### config.mk
export PLATFORM = sky130hd
export DESIGN_NAME = neuron_layer_sequencer
export DESIGN_NICKNAME = d
export VERILOG_FILES = /design/src/rtl/neuron_layer_sequencer.sv
export SDC_FILE = /design/constraint.sdc
export NUM_CORES = 1
export LEC_CHECK = 0
export CAP_MARGIN = 20
export CORE_MARGIN = 8
export CORE_UTILIZATION = 60
export CTS_BUF_LIST = sky130_fd_sc_hd__clkbuf_2 sky130_fd_sc_hd__clkbuf_4 sky130_fd_sc_hd__clkbuf_8
export CTS_CLUSTER_SIZE = 28
export DETAILED_ROUTE_END_ITERATION = 16
export PLACE_DENSITY = 0.87
export SYNTH_ARGS = -nofsm -noshare
export SYNTH_HDL_FRONTEND = slang
export SYNTH_SLANG_ARGS = --single-unit
### constraint.sdc
create_clock -name clk -period 11.84 [get_ports clk]
set_clock_uncertainty 0.05 [all_clocks]
set_input_delay 3.552 -clock clk [delete_from_list [all_inputs] [get_ports clk]]
set_output_delay 3.552 -clock clk [all_outputs]
set_load 0.05 [all_outputs]
### src/rtl/neuron_layer_sequencer.sv
// Dense-layer sequencer: one signed 8x8 MAC shared across all nodes, weights and bias streamed from ROM.
// Per node: NUM_IN+1 read cycles, one drain cycle, then the result is held until the consumer accepts it.
module neuron_layer_sequencer #(
    parameter int NUM_IN    = 15,
    parameter int NUM_NODES = 32,
    parameter int ACC_W     = 20,
    parameter int ADDR_W    = 9,
    localparam int IDX_W    = (NUM_NODES > 1) ? $clog2(NUM_NODES) : 1,
    localparam int K_W      = $clog2(NUM_IN + 1)
) (
    input  logic                  clk,
    input  logic                  reset,
    input  logic                  start,
    input  logic [NUM_IN*8-1:0]   act_in,
    output logic                  busy,
    output logic                  w_en,
    output logic [ADDR_W-1:0]     w_addr,
    input  logic [7:0]            w_data,
    output logic                  out_valid,
    input  logic                  out_ready,
    output logic [IDX_W-1:0]      out_idx,
    output logic [15:0]           out_data,
    output logic                  done
);

    typedef enum logic [2:0] {
        S_IDLE  = 3'd0,
        S_MAC   = 3'd1,
        S_DRAIN = 3'd2,
        S_EMIT  = 3'd3,
        S_DONE  = 3'd4
    } state_t;

    state_t                   state, state_nxt;
    logic [IDX_W-1:0]         node;
    logic [K_W-1:0]           k;
    logic [K_W-1:0]           rd_k;
    logic                     rd_vld;
    logic signed [ACC_W-1:0]  acc;
    logic signed [7:0]        act_q [NUM_IN];

    logic                     last_k;
    logic                     last_node;
    logic                     accept;
    logic signed [7:0]        act_sel;
    logic signed [15:0]       prod;
    logic signed [ACC_W-1:0]  term;
    logic [15:0]              sat_val;

    assign last_k    = (k == K_W'(NUM_IN));
    assign last_node = (node == IDX_W'(NUM_NODES - 1));
    assign accept    = (state == S_EMIT) && out_ready;

    // Activation for the read issued last cycle; the bias slot has no activation.
    always_comb begin
        act_sel = '0;
        for (int i = 0; i < NUM_IN; i++) begin
            if (rd_k == K_W'(i)) begin
                act_sel = act_q[i];
            end
        end
    end

    assign prod = act_sel * $signed(w_data);

    always_comb begin
        if (rd_k == K_W'(NUM_IN)) begin
            term = {{(ACC_W-8){w_data[7]}}, w_data};
        end else begin
            term = {{(ACC_W-16){prod[15]}}, prod};
        end
    end

    // ReLU, then clamp to the positive 16-bit signed range.
    always_comb begin
        if (acc[ACC_W-1]) begin
            sat_val = 16'h0000;
        end else if (|acc[ACC_W-2:15]) begin
            sat_val = 16'h7FFF;
        end else begin
            sat_val = acc[15:0];
        end
    end

    always_ff @(posedge clk or posedge reset) begin
        if (reset) begin
            state <= S_IDLE;
        end else begin
            state <= state_nxt;
        end
    end

    always_comb begin
        state_nxt = state;
        busy      = 1'b0;
        w_en      = 1'b0;
        w_addr    = '0;
        out_valid = 1'b0;
        out_idx   = '0;
        out_data  = '0;
        done      = 1'b0;
        case (state)
            S_IDLE: begin
                if (start) begin
                    state_nxt = S_MAC;
                end
            end
            S_MAC: begin
                busy   = 1'b1;
                w_en   = 1'b1;
                w_addr = ADDR_W'(node) * ADDR_W'(NUM_IN + 1) + ADDR_W'(k);
                if (last_k) begin
                    state_nxt = S_DRAIN;
                end
            end
            S_DRAIN: begin
                busy      = 1'b1;
                state_nxt = S_EMIT;
            end
            S_EMIT: begin
                busy      = 1'b1;
                out_valid = 1'b1;
                out_idx   = node;
                out_data  = sat_val;
                if (out_ready) begin
                    state_nxt = last_node ? S_DONE : S_MAC;
                end
            end
            S_DONE: begin
                busy      = 1'b1;
                done      = 1'b1;
                state_nxt = S_IDLE;
            end
            default: begin
                state_nxt = S_IDLE;
            end
        endcase
    end

    always_ff @(posedge clk or posedge reset) begin
        if (reset) begin
            node   <= '0;
            k      <= '0;
            rd_k   <= '0;
            rd_vld <= 1'b0;
            acc    <= '0;
            for (int i = 0; i < NUM_IN; i++) begin
                act_q[i] <= '0;
            end
        end else begin
            rd_vld <= (state == S_MAC);
            if (state == S_MAC) begin
                rd_k <= k;
                k    <= last_k ? '0 : k + K_W'(1);
            end

            if (state == S_IDLE && start) begin
                node <= '0;
                k    <= '0;
                acc  <= '0;
                for (int i = 0; i < NUM_IN; i++) begin
                    act_q[i] <= act_in[8*i +: 8];
                end
            end else if (accept && !last_node) begin
                node <= node + IDX_W'(1);
                k    <= '0;
                acc  <= '0;
            end else if (rd_vld) begin
                acc <= acc + term;
            end
        end
    end

endmodule

Word level (Yosys, flattened, before mapping)
Index checks and enable logic that the tools add are counted.
{ "totals": {"regBits": 157, "input_bits": 132} }
{ "classes": {"add_sub_neg": 4, "mul": 1, "n_eq_ne": 24, "mux": 39, "n_reduce_logical": 12} }
{ "op_table": {"columns": ["cell", "n"], "rows": [
  ["2-to-1 mux 8 bit", 15],
  ["2-to-1 mux 20 bit", 4],
  ["2-to-1 mux 16 bit", 3],
  ["== test 4 bit (second input constant)", 9],
  ["adder 20 bit", 1],
  ["== test 4 x 3 -> 1 bit (second input constant)", 4],
  ["multiplier 8 x 8 -> 16 bit", 1],
  ["2-to-1 mux 4 bit", 4],
  ["2-to-1 mux 5 bit", 3],
  ["2-to-1 mux 3 bit", 4],
  ["one-hot mux 3 bit (4 select lines)", 1],
  ["adder 9 x 4 -> 9 bit", 1],
  ["2-to-1 mux 9 bit", 1],
  ["== test 4 x 2 -> 1 bit (second input constant)", 2],
  ["OR reduction 4 bit", 2],
  ["== test 3 x 2 -> 1 bit (second input constant)", 2],
  ["inequality test 2 bit (second input constant)", 3],
  ["nonzero test 3 bit", 2],
  ["adder 5 x 1 -> 5 bit (second input constant)", 1],
  ["== test 5 bit (second input constant)", 1],
  ["adder 4 x 1 -> 4 bit (second input constant)", 1],
  ["== test 4 x 1 -> 1 bit (second input constant)", 1],
  ["zero test 4 bit", 1],
  ["2-to-1 mux 1 bit", 4],
  ["other kinds (7)", 9]
]} }

Depth between registers and ports, before layout
{ "depth": {"depth_word": 22, "mapped_depth": 36} }

Worst setup path after synthesis
Ideal clock, no wire load.
{ "synth_timing": {"path_type": "input to register", "start": "input w_data[4]", "end": "register acc[19]", "arrival_time_ps": 9003, "t_required_ps": 11673, "setup_slack_ps": 2671, "path_stages": 26, "path_cell_list": "and2_1 > fa_1 > inv_1 > fa_1 > inv_1 > fa_1 > inv_1 > fa_1 > inv_1 > ha_1 > a21oi_1 > o21ai_0 > a21oi_1 > o21bai_1 > a21oi_1 > xor2_1 > o21ai_0 > ha_1 > a21oi_1 > o21ai_0 > a221o_1 > a221o_1 > a31oi_1 > xnor2_1 > a21o_1 > nand2_1"} }
{ "synth_between": {"elab_chain_cells": 6} }
{ "synth_lines": {"columns": ["item", "line", "source"], "rows": [
  ["from (decl)", "18", "input logic [7:0] w_data,"],
  ["multiplier 8 x 8 -> 16 bit", "64", "assign prod = act_sel * $signed(w_data);"],
  ["2-to-1 mux 20 bit *", "67", "if (rd_k == K_W'(NUM_IN)) begin"],
  ["adder 20 bit *", "169", "acc <= acc + term;"],
  ["2-to-1 mux 20 bit *", "168", "end else if (rd_vld) begin"],
  ["2-to-1 mux 20 bit *", "164", "end else if (accept && !last_node) begin"],
  ["2-to-1 mux 20 bit *", "157", "if (state == S_IDLE && start) begin"],
  ["to (signal assigned)", "169", null],
  ["to (decl)", "39", "logic signed [ACC_W-1:0] acc;"]
]} }
Mark *: on every way between the ends. The rest lies on a longest branch, timed or not. The select of a mux whose other input is x is not followed.
A chain may end at the register's enable or synchronous reset.

Worst setup path after layout
Same ends and word-level chain as after synthesis.

==> report_table.html <==
<table>
<tr><th>Metric</th><th>Value</th></tr>
<tr><th colspan="2">Synthesis</th></tr>
<tr><td>Number of enable-type register cells in the synthesized netlist</td><td>0</td></tr>
<tr><td>Largest area contributor in the synthesized netlist</td><td>dfrtp_1</td></tr>
<tr><td>Fraction of synthesized cell area taken by the top area cell type</td><td>36.2%</td></tr>
<tr><td>Post-Syn Area</td><td>10800 um^2</td></tr>
<tr><td>Top flip-flop cell by instance count after synthesis</td><td>dfrtp_1</td></tr>
<tr><td>Unique masters post-synth</td><td>73</td></tr>
<tr><td>Post-synthesis instance total</td><td>1037</td></tr>
<tr><td>Top area cells in the synthesized netlist</td><td>dfrtp_1, mux2_2, fa_1, ha_1, inv_1</td></tr>
<tr><td>Synthesis warning total</td><td>0</td></tr>
<tr><td>Flip-flop and latch count after synthesis</td><td>157</td></tr>
<tr><td>Commonest cells post-synth</td><td>dfrtp_1, mux2_2, inv_1, nor2_1, nand2_1</td></tr>
<tr><td>Share of synthesized registers carrying an async set or reset</td><td>100%</td></tr>
<tr><td>Register area share after synthesis</td><td>36.2%</td></tr>
<tr><td>Mean post-synth cell area</td><td>10.5 um^2</td></tr>
<tr><td>Most frequent cell after synthesis</td><td>dfrtp_1</td></tr>
<tr><td>Post-Syn Nets</td><td>1277</td></tr>
<tr><th colspan="2">Global route</th></tr>
<tr><td>Most utilized layer in the global route result</td><td>met2</td></tr>
<tr><td>Total global routing track utilization</td><td>26.1%</td></tr>
<tr><td>Vias in the first global route</td><td>8888</td></tr>
<tr><td>Residual overflow from global routing</td><td>0</td></tr>
<tr><td>Met3 Resource Use GR</td><td>8.18%</td></tr>
<tr><td>Largest net degree at the start of global routing</td><td>88</td></tr>
<tr><td>GR Util met1</td><td>32.9%</td></tr>
<tr><td>Antenna violations before repair</td><td>2</td></tr>
<tr><td>Global-route wire length before repair</td><td>46100 um</td></tr>
<tr><td>Met2 track demand over resource in global routing</td><td>41.3%</td></tr>
<tr><th colspan="2">Flow run</th></tr>
<tr><td>Max-cap check violation count</td><td>0</td></tr>
<tr><th colspan="2">Setup path</th></tr>
<tr><td>Category of cells accounting for the largest share of critical-path delay</td><td>adder cells</td></tr>
<tr><td>Worst Path Class, Setup</td><td>in -&gt; reg</td></tr>
<tr><td>Arr. time, crit path</td><td>10.05 ns</td></tr>
<tr><td>Maximum fanout encountered on the critical timing path</td><td>9</td></tr>
<tr><td>Type of origin of the critical path</td><td>input pin</td></tr>
<tr><td>Buffers plus inverters on the worst setup path</td><td>4</td></tr>
<tr><td>Category of the worst setup path capture point</td><td>flip-flop</td></tr>
<tr><td>Crit path max-delay cell type</td><td>clkdlybuf4s50_1</td></tr>
<tr><td>Critical Path RT</td><td>12.15 ns</td></tr>
<tr><td>Critical Path Max Stage Delay</td><td>0.65 ns</td></tr>
<tr><th colspan="2">Drt</th></tr>
<tr><td>Post-route DRC violation count</td><td>0</td></tr>
<tr><td>Number of iterations in the first detailed-routing pass</td><td>5</td></tr>
<tr><td>Post-route antenna net violation count</td><td>0</td></tr>
<tr><td>Number of vias per cell after detailed routing</td><td>5.83</td></tr>
<tr><td>Total wire length</td><td>27900 um</td></tr>
<tr><td>Initial DRC Count</td><td>490</td></tr>
<tr><td>Detailed-route wire length per cell</td><td>19.5 um</td></tr>
<tr><td>Via count</td><td>8319</td></tr>
<tr><th colspan="2">Clock tree</th></tr>
<tr><td>CTS clock-pin slew for the worst setup and hold paths</td><td>0.10 ns</td></tr>
<tr><td>CTS root buf</td><td>clkbuf_8</td></tr>
<tr><td>Number of clock buffers inserted by TritonCTS</td><td>17</td></tr>
<tr><td>Number of setup buffers added after CTS</td><td>0</td></tr>
<tr><td>Number of buffers on the longest clock path</td><td>2</td></tr>
<tr><td>CTS tree</td><td>done</td></tr>
<tr><td>Post-cts sizing count</td><td>0</td></tr>
<tr><td>Sink count of the clock tree</td><td>157</td></tr>
<tr><td>CTS HTree Levels</td><td>4</td></tr>
<tr><td>Number of hold buffers added after CTS</td><td>0</td></tr>
<tr><td>Clock latency on the worst-skew pair</td><td>0.47 ns</td></tr>
<tr><th colspan="2">Die</th></tr>
<tr><td>Core region area</td><td>17800 um^2</td></tr>
<tr><td>Full die area</td><td>22600 um^2</td></tr>
<tr><td>Die W</td><td>150 um</td></tr>
<tr><td>Initial Util</td><td>60.8%</td></tr>
<tr><td>I/O pin count</td><td>166</td></tr>
<tr><td>Row count</td><td>49</td></tr>
<tr><td>Die Y-Extent</td><td>150 um</td></tr>
<tr><th colspan="2">STA</th></tr>
<tr><td>Total of endpoints with negative setup slack in the final report</td><td>0</td></tr>
<tr><td>Final cycle utilization of the critical path</td><td>82.2%</td></tr>
<tr><td>Minimum clock period after layout</td><td>9.74 ns</td></tr>
<tr><td>Setup repair after global routing missed its margin</td><td>no</td></tr>
<tr><td>Final Max Slew Viols</td><td>0</td></tr>
<tr><td>Max-slew headroom at the worst pin</td><td>27.3%</td></tr>
<tr><td>Hold violation count in the final report</td><td>0</td></tr>
<tr><td>Worst Tran Pin Value</td><td>1.09 ns</td></tr>
<tr><td>Upper clock frequency limit</td><td>0.103 GHz</td></tr>
<tr><td>Total negative slack</td><td>0 ns</td></tr>
<tr><th colspan="2">Cells and area</th></tr>
<tr><td>Area growth from synthesis to final layout</td><td>20.7%</td></tr>
<tr><td>Number of nets at the end of the flow</td><td>1425</td></tr>
<tr><td>Share of post-route cells with drive strength above 1</td><td>15.6%</td></tr>
<tr><th colspan="2">Placement</th></tr>
<tr><td>Count of input and output buffers</td><td>164</td></tr>
<tr><td>Final Wtd Congestion</td><td>0.930</td></tr>
<tr><td>HPWL Detailed</td><td>20900 um</td></tr>
<tr><th colspan="2">Min path</th></tr>
<tr><td>Hold Path Class</td><td>reg -&gt; reg</td></tr>
<tr><th colspan="2">Run status</th></tr>
<tr><td>Result of the run</td><td>finished, final reports clean</td></tr>
</table>
## final timing paths
check / startpoint / end / slack, ns / cells after the start
max in group asynchronous: reset / rd_k[1]$_DFFE_PP0P_ / 6.69 / 3
worst min-delay path: act_q[104]$_DFFE_PP0P_ / act_q[104]$_DFFE_PP0P_ / 0.46 / 1
worst max-delay path: w_data[4] / acc[19]$_DFFE_PP0P_ / 2.10 / 27
worst max register to register: rd_k[3]$_DFFE_PP0P_ / acc[19]$_DFFE_PP0P_ / 2.53 / 32
worst min register to register: act_q[104]$_DFFE_PP0P_ / act_q[104]$_DFFE_PP0P_ / 0.46 / 1
min in group asynchronous: reset / act_q[41]$_DFFE_PP0P_ / 3.56 / 2
## stage by stage
stage / instance area (um^2) / hold slack, ns / std cells / setup WS, ns / util (%)
global route: 13100 / 0.472 / 1428 / 1.76 / 73.3
finish: 13100 / 0.461 / 1428 / 2.10 / 73.3
detailed placement: 12700 / 0.440 / 1394 / 1.64 / 70.9
floorplan: 10800 / 0.423 / 1037 / 2.67 / -
global placement: 12700 / 0.433 / 1394 / 1.78 / 70.9
CTS: 13100 / 0.463 / 1426 / 2.12 / 73.2
## state kept, by name, summed over array words and instances, names as in the netlist
register,flops
k,4
acc,20
act_q,120
node,5
rd_k,4
state,3
rd_vld,1
## metal layers
metal  vias up  wire length (um)
met2       289             13300
met5         -                13
met4         2               891
li1       3866                 -
met3        65              2170
met1      4097             11500
## cell type report
| class | instances | area [um^2] |
|---|---|---|
| multi-input combinational | 730 | 6320 |
| fill | 1264 | 4760 |
| sequential | 157 | 3930 |
| timing repair buffer | 177 | 1760 |
| inverter | 102 | 388 |
| tap | 229 | 287 |
| clock buffer | 17 | 234 |
| clock inverter | 15 | 164 |
| antenna | 1 | 2.50 |
## layout by cell type (no fill, tap or decap), types with 4 or more instances in the layout
cell type and n:
a21oi_1 39, nand3_1 20, mux2i_1 23, ha_1 52
buf_4 12, clkdlybuf4s50_1 164, nor3_1 8, o21ai_0 44
xor2_1 12, fa_1 56, nand2_1 61, inv_6 4
nor2b_1 15, and3_1 11, nand2b_1 8, mux4_2 7
xnor2_1 22, dfrtp_1 156, a221oi_1 4, a22oi_1 6
o21a_1 19, nor2_1 63, inv_8 6, a21o_1 11
a31oi_1 7, inv_1 100, a211oi_1 5, clkbuf_8 17
mux2_2 121, and2_1 47
## cell families (layout without fill, tap and decap cells)
logic type	count (synthesis)	count (layout)	synth area share [%]
compound gates	179	179	10.9
buf+inv	150	311	5.49
other cells	1	2	0.0346
simple gates	256	256	11.9
fa+ha+maj	108	108	16.3
flops	157	157	36.2
xor+xnor	34	34	2.75
mux	152	152	16.3
Power is left out: the tool's default activity adds up to more than one toggle a clock period on the data nets, which glitch-free logic cannot reach.
